### src/rtl/jtag_pkg.sv
// Shared JTAG constants: default IR geometry, well-known opcodes and the
// opcode legality lookup used by the instruction register.
package jtag_pkg;

  localparam int unsigned IR_LEN     = 4;
  localparam int unsigned IR_LEN_MAX = 8;
  localparam int unsigned MASK_W     = 2 ** IR_LEN_MAX;

  localparam logic [IR_LEN-1:0] IDCODE_INST = 4'h1;
  localparam logic [IR_LEN-1:0] BYPASS_INST = '1;

  // Mask and opcode are zero-extended to the widest supported IR so one
  // function serves every IR_LEN instantiation.
  function automatic logic ir_legal(input logic [MASK_W-1:0]     mask,
                                    input logic [IR_LEN_MAX-1:0] opcode);
    return mask[opcode];
  endfunction

endpackage

### src/rtl/jtag_ir_ext.sv
// JTAG instruction register with capture status, legality/length checking
// and a change strobe. Optional macro JTAG_IR_PRIV_LOCK_EN adds priv_unlock.
module jtag_ir_ext
  import jtag_pkg::*;
#(
  parameter int unsigned          IR_LEN      = jtag_pkg::IR_LEN,
  parameter logic [IR_LEN-1:0]    RESET_INST  = IR_LEN'(jtag_pkg::IDCODE_INST),
  parameter logic [IR_LEN-1:0]    BYPASS_INST = '1,
  parameter logic [2**IR_LEN-1:0] LEGAL_MASK  = '1
) (
  input  logic              tck,
  input  logic              trst,
  input  logic              tdi,
  input  logic              reset,
  input  logic              capir,
  input  logic              shiftir,
  input  logic              updateir,
  input  logic [IR_LEN-3:0] status_in,
`ifdef JTAG_IR_PRIV_LOCK_EN
  input  logic              priv_unlock,
`endif
  output logic              tdo,
  output logic              tdo_en,
  output logic [IR_LEN-1:0] curr_inst,
  output logic              inst_changed,
  output logic              shift_err
);

  localparam int unsigned      CNT_W    = $clog2(IR_LEN + 2);
  localparam logic [CNT_W-1:0] CNT_FULL = CNT_W'(IR_LEN);
  localparam logic [CNT_W-1:0] CNT_SAT  = CNT_W'(IR_LEN + 1);

  logic [IR_LEN-1:0] shreg_q, shreg_d;
  logic [CNT_W-1:0]  cnt_q, cnt_d;
  logic [IR_LEN-1:0] curr_q, curr_d;
  logic              chg_q, chg_d;
  logic              err_q, err_d;
  logic              tdo_q, tdo_d;
  logic              en_q, en_d;
  logic              op_legal;

  always_comb begin
    shreg_d = shreg_q;
    cnt_d   = cnt_q;
    if (capir) begin
      shreg_d = {status_in, 2'b01};
      cnt_d   = '0;
    end else if (shiftir) begin
      shreg_d = {tdi, shreg_q[IR_LEN-1:1]};
      if (cnt_q != CNT_SAT) cnt_d = cnt_q + 1'b1;
    end
  end

  always_ff @(posedge tck or posedge trst) begin
    if (trst) begin
      shreg_q <= '0;
      cnt_q   <= '0;
    end else begin
      shreg_q <= shreg_d;
      cnt_q   <= cnt_d;
    end
  end

  always_comb begin
    op_legal = ir_legal(MASK_W'(LEGAL_MASK), IR_LEN_MAX'(shreg_q));
`ifdef JTAG_IR_PRIV_LOCK_EN
    // MSB-set opcodes are private and need an explicit unlock.
    op_legal = op_legal && (priv_unlock || !shreg_q[IR_LEN-1]);
`endif
  end

  always_comb begin
    curr_d = curr_q;
    err_d  = err_q;
    tdo_d  = tdo_q;
    en_d   = 1'b0;
    if (reset) begin
      curr_d = RESET_INST;
      err_d  = 1'b0;
    end else if (updateir) begin
      if (cnt_q == CNT_FULL) begin
        curr_d = op_legal ? shreg_q : BYPASS_INST;
      end else begin
        curr_d = BYPASS_INST;
        err_d  = 1'b1;
      end
    end
    if (shiftir) begin
      tdo_d = shreg_q[0];
      en_d  = 1'b1;
    end
    chg_d = (curr_d != curr_q);
  end

  always_ff @(negedge tck or posedge trst) begin
    if (trst) begin
      curr_q <= RESET_INST;
      chg_q  <= 1'b0;
      err_q  <= 1'b0;
      tdo_q  <= 1'b0;
      en_q   <= 1'b0;
    end else begin
      curr_q <= curr_d;
      chg_q  <= chg_d;
      err_q  <= err_d;
      tdo_q  <= tdo_d;
      en_q   <= en_d;
    end
  end

  assign tdo          = tdo_q;
  assign tdo_en       = en_q;
  assign curr_inst    = curr_q;
  assign inst_changed = chg_q;
  assign shift_err    = err_q;

endmodule

### config.mk
export PLATFORM = sky130hd
export DESIGN_NAME = jtag_ir_ext
export DESIGN_NICKNAME = d
export VERILOG_FILES = /design/src/rtl/jtag_pkg.sv /design/src/rtl/jtag_ir_ext.sv
export SDC_FILE = /design/constraint.sdc
export NUM_CORES = 1
export LEC_CHECK = 0
export ABC_AREA = 1
export BUFFER_PORTS_ARGS = -buffer_cell sky130_fd_sc_hd__buf_2
export CORE_MARGIN = 8
export CORE_UTILIZATION = 33
export CTS_CLUSTER_SIZE = 30
export DETAILED_ROUTE_END_ITERATION = 8
export HOLD_SLACK_MARGIN = 0.05
export PLACE_DENSITY = 0.63
export SETUP_SLACK_MARGIN = 0.3
export SLEW_MARGIN = 30
export SYNTH_ARGS = -nofsm -noshare
export SYNTH_HDL_FRONTEND = slang
export SYNTH_SLANG_ARGS = --single-unit
export TNS_END_PERCENT = 50
### constraint.sdc
create_clock -name tck -period 1.6 [get_ports tck]
set_clock_uncertainty 0.05 [all_clocks]
set_input_delay 0.32 -clock tck [delete_from_list [all_inputs] [get_ports tck]]
set_output_delay 0.32 -clock tck [all_outputs]
set_load 0.05 [all_outputs]
# Word-level counts from Yosys, hierarchy flattened
# Memories as Yosys holds them, arrays and structs flattened.
# Index checks and enable logic that the tools add are counted.
[totals]
word_cells = 33
rom_bits = 16
mem_count = 1
inputBits = 9
reg_bits = 15
[mem_list]
columns = ["name", "words", "width", "rd", "rd_clocked_by_memory_dff", "wr", "line", "text"]
rows = [
  ["(no name shown)", 16, 1, 1, 0, 0, "jtag_pkg.sv:16", "return mask[opcode];"],
]
[classes]
mux = 14
reduce_logical = 5
n_addsub = 1
eq_ne = 4
order_cmp = 1
[op_table]
columns = ["op", "n"]
rows = [
  ["$mux W4", 6],
  ["$lt A4 B9 Y1 const B", 1],
  ["$mux W3", 3],
  ["$reduce_bool A2 Y1", 3],
  ["$mux W1", 5],
  ["$ne A4 B4 Y1", 1],
  ["$reduce_and A2 Y1", 2],
  ["$add A3 B1 Y3 const B", 1],
  ["$eq A3 B3 Y1 const B", 1],
  ["$ne A3 B3 Y1 const B", 1],
  ["$ne A2 B2 Y1 const B", 1],
]

# Longest topological paths before layout
# Gate-level depths: netlist of run 1.
[depth]
depth_word = 7
mapped_depth = 10
depth_no_buf = 10

==> results of run 1 <==
## routing by layer
| layer | up-vias | GRT usage [%] | wire, µm |
|---|---|---|---|
| met3 | 2 | 4.12 | 132 |
| met1 | 364 | 9.37 | 788 |
| li1 | 399 | - | - |
| met2 | 20 | 16.8 | 969 |
| met4 | 0 | 3.27 | 10 |
| met5 | - | 0 | 0 |
## cell families (layout without fill, tap and decap cells)
family | count (synthesis) | in the layout | synth area share, %
buffers and inverters | 23 | 70 | 11.4
AOI/OAI and AO/OA | 10 | 10 | 8.68
adders and majority gates | 3 | 3 | 4.82
DFF | 15 | 15 | 48.4
and+or+nand+nor | 49 | 49 | 26.7
## worst paths after layout
path | from | end
worst max-delay path | curr_inst[0] | curr_inst[0]
worst max register to register | cnt_q[1] | inst_changed
max in group asynchronous | trst | curr_inst[1]
worst min register to register | tdo | tdo
worst min-delay path | trst | cnt_q[0]
min in group tck | tdi | shreg_q[3]
## flip-flops by register name, indices dropped and copies added (netlist names)
name / count
curr_inst: 4
shreg_q: 4
cnt_q: 3
inst_changed: 1
shift_err: 1
tdo: 1
tdo_en: 1
## power by group through the flow
| stage | Combinational [µW] | Clock (µW) | Sequential, µW |
|---|---|---|---|
| 6_report | 567 | 242 | 460 |
| 5_1_grt | 619 | 267 | 467 |
| 4_1_cts | 526 | 248 | 460 |
| 3_5_place_dp | 375 | 7.82 | 459 |
| 3_3_place_gp | 364 | 7.82 | 457 |
| 2_1_floorplan | 154 | 7.82 | 529 |
## metrics by stage
stage	total power [µW]	std cells	area [µm²]	setup slack [ns]	setup TNS (ns)
after floorplan	690	100	783	-0.522	-3.93
after global placement	830	163	1040	-0.557	-4.40
after detailed placement	842	163	1040	-0.584	-4.64
after CTS	1230	173	1250	-0.609	-6.19
after global routing	1350	175	1310	-0.671	-6.89
final	1270	175	1310	-0.603	-6.18
## cell type report
type | instances | area share, %
Multi-Input combinational cell | 62 | 31.8
Sequential cell | 15 | 28.9
Timing Repair Buffer | 43 | 27.5
Inverter | 22 | 6.71
Tap cell | 28 | 2.68
Clock buffer | 3 | 1.73
Clock inverter | 2 | 0.671
## worst min-delay path, stage by stage
cell                    delay [ns]
sky130_fd_sc_hd__buf_2        0.09
sky130_fd_sc_hd__inv_1        0.18
sky130_fd_sc_hd__buf_4        0.21
## cell usage in the layout (no fill, tap or decap), drive strengths merged, types with 3 or more instances in the layout
cell type | synthesis | routed
a21oi | 3 | 3
nand2 | 36 | 36
dfrtn | 7 | 7
inv | 23 | 23
buf | 0 | 43
dfrtp | 7 | 7
nor2 | 7 | 7
clkbuf | 0 | 3
ha | 3 | 3
nand3 | 4 | 4
## timing repair
item / CTS / global route
pin swaps: 18 / 6
endpoints found under the setup margin: 16 / 17
buffers inserted: 6 / 2
gates resized for setup: 41 / 11
==> flow_summary.ini, run 1 <==
[grt]
grt_remaining_overflow = 0
grt_pass1_wl_um = 3150
grt_pass1_vias = 762
grt_util_all_layers_pct = 9.34
grt_antenna_before_repair = 0
grt_start_max_net_pins = 10

[layout]
multiInputGateArea_um2 = 415
synthesis_to_finish_area_growth_pct = 67.7
n_fill_cell = 198
post_route_utilization_pct = 59.0
layout-drive-gt1-share_pct = 49.7
finalNetCount = 160
num_antenna_cells = 0
layout.area.seq_um2 = 377

[floorplan]
die_outline_area_um2 = 4170
ioPinCount = 17
core.rowCount = 17
design.core.area_um2 = 2210
die-height_um = 64.6
start_util_pct = 35.2
die_w_um = 64.6

[job]
maxCapViolCount = 0

[routing]
drc = 0
post_drt_via_cell_ratio = 4.49
vias = 785
detail_route.first_pass.iterations = 4
ant_nets = 0
drt-initial-drc-count = 17
wirelength_um = 1900
routed_wire_length_per_instance_um = 10.9

[critical_path]
critPathArrivalTime_ns = 1.83
critical_path_required_time_ns = 1.23
cp_num_buf_inv = 1
critical_path.cell_chain = buf_8
critical_path.max_fanout = 2
crit_slowest_cell = sky130_fd_sc_hd__dfstp_2
crit_family = flip-flops
reg2regPathDepth = 10
worst_setup_path_start_kind = flop
cell_count_along_the_critical_path = 1
timing.reg2reg.setup_slack_ns = -0.55
crit_path_end_kind = primary output
critical-path-max-stage-delay_ns = 0.54
worstSetupPathType = reg -> out

[place]
dp_hpwl_um = 1350
buffer_ports.inserted = 16
gp_weighted_congestion = 0.772

[clocking]
insertion_delay_ns = 0.35
htreeDepth = 1
worst_setup_hold_path_clk_slew_ns = 0.11
cts_root_buffer = sky130_fd_sc_hd__clkbuf_4
cts-buffers-inserted = 3
cts_max_path_buffers = 2
cts_hold_buffers = 0
clock_sinks = 15
tritoncts = done

[power]
vdd.ir_drop.worst_mv = 0.644
p_switching_uw = 468
total_power_divided_by_cell_area_nw_per_um2 = 972
swShare_pct = 36.9
power.internal_uw = 800
comb_power_share_pct = 44.7
power.sequential.fraction_pct = 36.3
p_leak_uw = 0.000707
power.share.clock_pct = 19.1

[sta]
final_max_slew_viol_count = 0
worst_slew_margin_rel_pct = 76.4
worst_slew_pin_slew_ns = 0.353
grt_setup_unrepaired = true
final-setup-viol-count = 15
holdWs_ns = 0.106
final_hold_viol_count = 0
final_critical_path_setup_slack_ns = -0.603

[run_status]
status = complete, but fails checks
violated_checks = setup timing

[yosys]
synth.net_count = 112
ys_dominant_reg_cell = sky130_fd_sc_hd__dfrtp_1
async_reset_ff_share_pct = 100
ys_ff_latch = 15
synth_instances = 100
ys_top_cells_by_count = sky130_fd_sc_hd__nand2_1 (33), sky130_fd_sc_hd__inv_1 (21), sky130_fd_sc_hd__dfrtn_1 (7), sky130_fd_sc_hd__dfrtp_1 (7), sky130_fd_sc_hd__nor2_1 (7)
yosys_warnings = 0
synth_top_cell_area_share_pct = 22.5
syn_area_um2 = 778
synth_sequential_area_ratio_pct = 48.4
synth.top_cells.by_area = sky130_fd_sc_hd__dfrtn_1 (23%), sky130_fd_sc_hd__dfrtp_1 (23%), sky130_fd_sc_hd__nand2_1 (16%)
yosys.cell_types.count = 20
postSynthAreaPerCell_um2 = 7.78
synth_edf_count = 0
synth_area_leader_cell = sky130_fd_sc_hd__dfrtn_1
synthMostInstantiatedCell = sky130_fd_sc_hd__nand2_1

[hold_path]
hold_path_class = in -> async
No activity file was read; power rests on OpenSTA's default activity.
==> run 2: changes to the inputs <==
CORE_UTILIZATION = 51   (was 33)
PLACE_DENSITY = 0.86   (was 0.63)
==> run 2 against run 1 <==
Compared with the run above:
- the flow still finishes with violations (setup timing)
- die area is 27% lower
- sequential cell count stayed put
- worst hold slack better by 0.12 ns
- clock-buffer cell count did not move
- total power up 11%
- clock power increased by 27%
- worst setup slack gained 0.0017 ns
- sequential power increased by 0.9%
- register-to-register slack lost 0.04 ns
- cell count shrank 6.9%
- via count grew 18%
==> flow_summary.ini, run 2 (same netlist as run 1, synthesis figures left out) <==
[place]
dpl-instance-area_um2 = 1040
dp_hpwl_um = 1460
dpl.cell_count = 153
gp_weighted_congestion = 0.784
buffer_ports.inserted = 16

[layout]
layout-drive-gt1-share_pct = 49.7
final_common_cell = sky130_fd_sc_hd__nand2_1
postLayoutCellArea_um2 = 1310
post_route_utilization_pct = 88.9
finalNetCount = 160
stdcell_count = 163
num_antenna_cells = 0
synthesis_to_finish_area_growth_pct = 68.0
layout.cells.most_common_list = sky130_fd_sc_hd__nand2_1 (25), sky130_fd_sc_hd__buf_4 (21), sky130_fd_sc_hd__inv_1 (15)

[power]
p_leak_uw = 0.000716
swShare_pct = 35.5
total_power_divided_by_cell_area_nw_per_um2 = 1070
comb_power_share_pct = 45.1
p_switching_uw = 499
power.share.clock_pct = 21.9
vdd.ir_drop.worst_mv = 0.882
power.sequential.fraction_pct = 33.0
power.internal_uw = 905

[critical_path]
cp_num_buf_inv = 1
reg2reg_to = inst_changed
reg2regPathDepth = 9
critical_path_required_time_ns = 1.23
rr_startpoint = cnt_q[1]
crit_family = flip-flops
critical-path-max-stage-delay_ns = 0.54
crit_slowest_cell = sky130_fd_sc_hd__dfstp_2
critPathArrivalTime_ns = 1.83
worst_setup_path_start_kind = flop
cell_count_along_the_critical_path = 1
critical_path.max_fanout = 2
crit_path_end_kind = primary output
timing.reg2reg.setup_slack_ns = -0.59
critical_path.cell_chain = buf_8
worstSetupPathType = reg -> out

[routing]
vias = 923
drc = 0
drt-initial-drc-count = 34
post_drt_via_cell_ratio = 5.66
wirelength_um = 2950
ant_nets = 0
detail_route.first_pass.iterations = 4
routed_wire_length_per_instance_um = 18.1

[grt]
grt_remaining_overflow = 0
grt_util_all_layers_pct = 18.9
grt_start_max_net_pins = 9
grt_pass1_vias = 883
grt_pass1_wl_um = 4090
grt_antenna_before_repair = 0

[hold_path]
hold_path_class = in -> async

[sta]
final_critical_path_setup_slack_ns = -0.601
grt_setup_unrepaired = true
worst_slew_margin_rel_pct = 70.5
setup_tns_ns = -6.31
final-setup-viol-count = 15
holdWs_ns = 0.227
final_hold_viol_count = 0
final_max_slew_viol_count = 0
worst_slew_pin_slew_ns = 0.440

[job]
maxCapViolCount = 0

[floorplan]
die_outline_area_um2 = 3030
die_w_um = 55.1
core.rowCount = 14
die-height_um = 55.1
start_util_pct = 52.9
design.core.area_um2 = 1470
ioPinCount = 17

[run_status]
violated_checks = setup timing
status = complete, but fails checks

[clocking]
worst_setup_hold_path_clk_slew_ns = 0.09
cts_hold_buffers = 0
clock_sinks = 15
cts_root_buffer = sky130_fd_sc_hd__clkbuf_4
cts_max_path_buffers = 2
cts-buffers-inserted = 3
tritoncts = done
htreeDepth = 1
insertion_delay_ns = 0.35
## run 2: cell types whose count changed in the layout (fill, tap and decap cells not counted), sizes merged
cell | previous run | this run
clkinv | 1 | 0
bufinv | 0 | 1
## run 2: power groups by stage
stage          registers [µW]  logic [µW]  clock network, µW
6_report                  464         633                308
3_5_place_dp              462         377               7.82
2_1_floorplan             529         154               7.82
5_1_grt                   467         666                327
3_3_place_gp              457         363               7.82
4_1_cts                   461         551                305
## run 2: layout make-up
class                      instances  area (µm²)
clock buffer                       3        22.5
clock inverter                     2        21.3
fill                              58         164
inverter                          22        87.6
multi-input combinational         62         420
sequential                        15         377
tap                               16        20.0
timing repair buffer              43         359
## run 2: per-stage QoR
stage	worst slack [ns]	total power (µW)
final	-0.601	1400
after global routing	-0.643	1460
after CTS	-0.598	1320
after detailed placement	-0.573	846
after global placement	-0.542	828
after floorplan	-0.522	690
## run 2: routing by layer
layer | global-route usage [%] | wire, µm
met1 | 21.6 | 1070
met2 | 30.0 | 1470
met3 | 4.55 | 199
met4 | 14.0 | 210
met5 | 0 | 0
## run 2: worst max path at each step
stage / startpoint / end
floorplan: cnt_q[0] / inst_changed
global placement: cnt_q[1] / inst_changed
detailed placement: cnt_q[1] / inst_changed
CTS: curr_inst[0] / curr_inst[0]
global route: cnt_q[1] / inst_changed
finish: curr_inst[0] / curr_inst[0]
## run 2: worst min-delay path, cell delays in order
cell and delay [ns]:
sky130_fd_sc_hd__buf_2 0.10, sky130_fd_sc_hd__inv_1 0.16, sky130_fd_sc_hd__buf_4 0.17, sky130_fd_sc_hd__buf_4 0.16
## run 2: repair_timing
item / 4_1_cts / 5_1_grt
endpoints found under the setup margin: 16 / 18
gates resized for setup: 43 / 9
hold endpoints to repair: 0 / 0
pin swaps: 15 / 6
setup buffers: 5 / 1
